<file path="src/rtl/sym_window_eval.sv">
// rtl/sym_window_eval.sv - two-stage elastic popcount/window evaluator for totally symmetric functions
// Optional statistics counters are built when SYM_WINDOW_EVAL_STATS_EN is defined.
module sym_window_eval #(
  parameter int WIDTH  = 9,
  parameter int DEF_LO = 3,
  parameter int DEF_HI = 6,
  localparam int CW    = $clog2(WIDTH + 1)
) (
  input  logic             clk,
  input  logic             rst_n,
  input  logic             in_valid,
  output logic             in_ready,
  input  logic [WIDTH-1:0] in_data,
  input  logic             cfg_we,
  input  logic [CW-1:0]    cfg_lo,
  input  logic [CW-1:0]    cfg_hi,
  output logic             out_valid,
  input  logic             out_ready,
  output logic             out_match,
  output logic [CW-1:0]    out_count,
  input  logic             stats_clr,
  output logic [15:0]      sample_cnt,
  output logic [15:0]      hit_cnt
);

  logic          s1_valid;
  logic [CW-1:0] s1_count;
  logic          s2_valid;
  logic [CW-1:0] s2_count;
  logic          s2_match;
  logic [CW-1:0] lo_q;
  logic [CW-1:0] hi_q;
  logic          s1_ready;
  logic          s2_ready;
  logic [CW-1:0] pop;
  logic          in_window;

  // Ready ripples combinationally from the output back to the input; no skid buffer.
  assign s2_ready = !s2_valid || out_ready;
  assign s1_ready = !s1_valid || s2_ready;
  assign in_ready = s1_ready;

  always_comb begin
    pop = '0;
    for (int i = 0; i < WIDTH; i++) begin
      pop = pop + CW'(in_data[i]);
    end
  end

  // An inverted window (lo > hi) can never satisfy both comparisons.
  assign in_window = (s1_count >= lo_q) && (s1_count <= hi_q);

  always_ff @(posedge clk) begin
    if (!rst_n) begin
      s1_valid <= 1'b0;
      s1_count <= '0;
      s2_valid <= 1'b0;
      s2_count <= '0;
      s2_match <= 1'b0;
      lo_q     <= CW'(DEF_LO);
      hi_q     <= CW'(DEF_HI);
    end else begin
      if (s1_ready) begin
        s1_valid <= in_valid;
        if (in_valid) begin
          s1_count <= pop;
        end
      end
      if (s2_ready) begin
        s2_valid <= s1_valid;
        if (s1_valid) begin
          s2_count <= s1_count;
          s2_match <= in_window;
        end
      end
      if (cfg_we) begin
        lo_q <= cfg_lo;
        hi_q <= cfg_hi;
      end
    end
  end

  assign out_valid = s2_valid;
  assign out_count = s2_count;
  assign out_match = s2_match;

`ifdef SYM_WINDOW_EVAL_STATS_EN
  logic [15:0] sample_q;
  logic [15:0] hit_q;
  logic        out_fire;

  assign out_fire = s2_valid && out_ready;

  always_ff @(posedge clk) begin
    if (!rst_n || stats_clr) begin
      sample_q <= '0;
      hit_q    <= '0;
    end else if (out_fire) begin
      if (sample_q != 16'hFFFF) begin
        sample_q <= sample_q + 16'd1;
      end
      if (s2_match && (hit_q != 16'hFFFF)) begin
        hit_q <= hit_q + 16'd1;
      end
    end
  end

  assign sample_cnt = sample_q;
  assign hit_cnt    = hit_q;
`else
  logic unused_stats_clr;
  assign unused_stats_clr = stats_clr;
  assign sample_cnt       = '0;
  assign hit_cnt          = '0;
`endif

endmodule

</file>
<file path="config.mk">
export PLATFORM = sky130hd
export DESIGN_NAME = sym_window_eval
export DESIGN_NICKNAME = d
export VERILOG_FILES = /design/src/rtl/sym_window_eval.sv
export SDC_FILE = /design/constraint.sdc
export NUM_CORES = 1
export LEC_CHECK = 0
export BUFFER_PORTS_ARGS = -buffer_cell sky130_fd_sc_hd__buf_2
export CORE_MARGIN = 4
export CORE_UTILIZATION = 30
export CTS_CLUSTER_DIAMETER = 100
export DETAILED_ROUTE_END_ITERATION = 12
export PLACE_DENSITY = 0.63
export SLEW_MARGIN = 20
export SYNTH_ARGS = -nofsm -noshare
export SYNTH_HDL_FRONTEND = slang
export SYNTH_SLANG_ARGS = --single-unit
</file>
<file path="constraint.sdc">
create_clock -name clk -period 3.5 [get_ports clk]
set_input_delay 0.175 -clock clk [delete_from_list [all_inputs] [get_ports clk]]
set_output_delay 0.175 -clock clk [all_outputs]
set_load 0.03 [all_outputs]
</file>
==> metrics.md <==
| Metric | Value |
|---|---|
| Cell Count, Final, Fillers Out | `226` |
| Fin util | `0.3472` |
| Type of origin of the critical path | `input pin` |
| Share of Yosys cell area claimed by the top area cell type | `0.2876` |
| Compound-cell area share of the yosys netlist | `0.1183` |
| CTS root buffer | `clkbuf_8` |
| Hold WS | `~0.14 ns` |
| Syn Area/Cell | `8.997 um^2` |
| Clock transition at the registers of the reported paths | `~0.070 ns` |
| Number of synthesis warnings | `0` |
| Starting Density | `0.3191` |
| Vias/cell | `3.960` |
| Status | `completed` |
| P_int | `388.7 uW` |
| Area growth syn-to-layout | `8.799%` |
| Largest net degree at the start of global routing | `16` |
| Gr usage total | `0.08204` |
| Synth cell types | `28` |
| Flop and latch count out of synthesis | `19` |
| Power Density | `414.1 nW/um^2` |
| CP max-delay cell | `fa_1` |
| Most used cell, CP | `fa_1` |
| FP Rows | `23` |
| Post-CTS Hold Fix Bufs | `0` |
| Vias in the first global route | `around 800` |
| Most common cell after layout, fill and taps aside | `conb_1` |
| WL/cell | `10.12 um` |
| Post-synthesis sequential area ratio | `0.2876` |
| GR Overflow Total | `0` |
| I/O pin count | `between 60 and 70` |
| PortBufs | `28` |
| Crit path max fanout | `2` |
| Synth Cell Area | `~1300 um^2` |
| Clock Latency Late Sink | `~0.25 ns` |
| Longest Clk Path Bufs | `2` |
| Setup TNS | `0 ns` |
| Crit share post-route | `0.7838` |
| Die Y-Extent | `74.40 um` |
| CTS sink count | `19` |
| CP Cell Sequence | `buf_2, inv_1, fa_1, fa_1, fa_1, inv_1, fa_1, inv_1, fa_1, a311oi_1` |
| Hold Path Class | `input pin to flop` |
| Switch Pwr | `slightly above 200 uW` |
| Initial drt markers | `26` |
| Leakage power | `0.7866 nW` |
| Die Area | `5535 um^2` |
| Placed Cells incl. Taps | `222` |
| Design Power | `595.8 uW` |
| Resized cells post-CTS | `0` |
| Cell count after synthesis | `147` |
| ANT cells | `0` |
| Sw Share | `0.3475` |
| Crit-path max cell delay | `0.54 ns` |
| TritonRoute pass-1 iters | `3` |
| Area leader, netlist | `dfxtp_1` |
| Post-CTS Repair Setup Buffers | `0` |
| Min Tclk post-route | `2.743 ns` |
| Setup CP Type | `input pin to flop` |
| Power share of the clock group | `0.248` |
| # nets final | `215` |
| Ratio of cells with drive above 1 in the final layout | `0.2159` |
| Post-Route Skew | `0.002477 ns` |
| Slew Limit Fails | `0` |
| Part of the power in combinational logic | `0.340` |
| Drt total wl | `2287 um` |
| Final Hold Fails | `0` |
| Core ar. | `about 4100 um^2` |
| Synth Area in XOR/XNOR | `0.006623` |
| WP data arrival | `2.91 ns` |
| CP Buf/Inv Count | `4` |
| FMAX | `364.5 MHz` |
| Vias | `895` |
| Worst VDD drop | `roughly 0.12 mV` |
| Most frequent cells in the layout | `conb_1, buf_2, inv_1` |
| RSZ-0062 raised after global routing | `false` |
| # setup viols final | `0` |
| Multiplexer share of the synthesized area | `0.06812` |
| MaxCap Viol Count | `0` |
| Die X | `around 74 um` |
| Synth top area cells | `dfxtp_1, buf_4, ha_1` |
| CP top delay family | `adder cells` |
| Total CTS buffers | `3` |
| Antenna Violating Nets Remaining | `0` |
| CTS tree | `done` |
| Main combinational cell family by area after synthesis | `buffers and inverters` |
| Sequential share of power | `0.412` |
| Post-Synth Simple-Gate Area | `0.08704` |
| Critical Path RT | `3.67 ns` |
| GP Congestion | `about 0.74` |
| H-tree level count | `1` |
| First-pass GRT wire length | `3505 um` |
| Synth Area in Adders | `0.1703` |
| CP endpoint kind | `flop` |
| DPL Wire Length | `about 1900 um` |
| Antenna violations before repair | `0` |
| Drt drc | `0` |
==> state kept, by name, indices dropped and copies added, names as in the netlist <==
register	flops
lo_q	4
out_match	1
out_count	4
hi_q	4
out_valid	1
s1_count	4
s1_valid	1
==> final cells by class <==
class                           instances  area, um^2
Sequential cell                        19       380.4
Multi-Input combinational cell        100       715.7
Clock buffer                            3       41.29
Fill cell                             458        2705
Inverter                               25       93.84
Timing Repair Buffer                   28       140.1
Tap cell                               50       62.56
Clock inverter                          1       5.005
==> power by group through the flow <==
stage	combinational, mW	sequential, mW	clock (mW)
2_1_floorplan	0.187	0.254	0
3_3_place_gp	0.198	0.251	0
3_5_place_dp	0.204	0.251	0
4_1_cts	0.205	0.246	0.155
5_1_grt	0.230	0.248	0.166
6_report	0.202	0.246	0.148
==> synthesized netlist by cell type (all sizes together) <==
| cell | instances |
|---|---|
| o221ai | 1 |
| nand2 | 10 |
| ha | 10 |
| dfxtp | 19 |
| inv | 25 |
| mux2i | 9 |
| a21oi | 7 |
| nor2 | 9 |
| o211ai | 3 |
| a311oi | 1 |
| nand4b | 1 |
| buf | 33 |
| a2111oi | 2 |
| nand3b | 1 |
| a32o | 1 |
| nand3 | 2 |
| fa | 5 |
| a211oi | 1 |
| o21ai | 3 |
| clkbuf | 1 |
| xnor2 | 1 |
| conb | 1 |
| nand2b | 1 |
==> worst reg2reg max path, delay by kind of cell, from the launching register on <==
family,cells,cell delay (ns)
AOI/OAI and AO/OA,3,0.64
DFF,1,0.34
adders and majority gates,1,0.28
and+or+nand+nor,1,0.15
buffers and inverters,1,0.07
==> path summary, 6_finish.rpt <==
check         startpoint           to  slack, ns  cells after the start
min            cfg_lo[0]      lo_q[0]       0.14                      3
max           in_data[0]  s1_count[1]       0.76                     10
min reg2reg  s1_count[0]  s1_count[0]       0.48                      2
max reg2reg  s1_count[0]    out_match       1.91                      6
==> stage by stage <==
stage | worst slack, ns | area (um^2)
2_1_floorplan | 0.6602 | 1439
3_3_place_gp | 0.5235 | 1393
3_5_place_dp | 0.4753 | 1393
4_1_cts | 0.7395 | 1439
5_1_grt | 0.6229 | 1439
6_report | 0.7567 | 1439
==> cells by family after synthesis <==
logic type / after synthesis
DFF: 19
AOI/OAI and AO/OA: 19
other: 1
and+or+nand+nor: 24
buffers and inverters: 59
xor gates and xnor gates: 1
adders and majority gates: 15
muxes: 9
==> routing by layer <==
layer  vias to the layer above  share of wire  GRT usage  routed length, um
met5                         -              0          0                  0
met4                         0          0.013    0.02372                 29
met3                         2           0.11    0.03514                241
met2                        31           0.49     0.1366               1116
met1                       394           0.39    0.09614                899
li1                        468              -          -                  -
(Power assumes the default switching activity.)
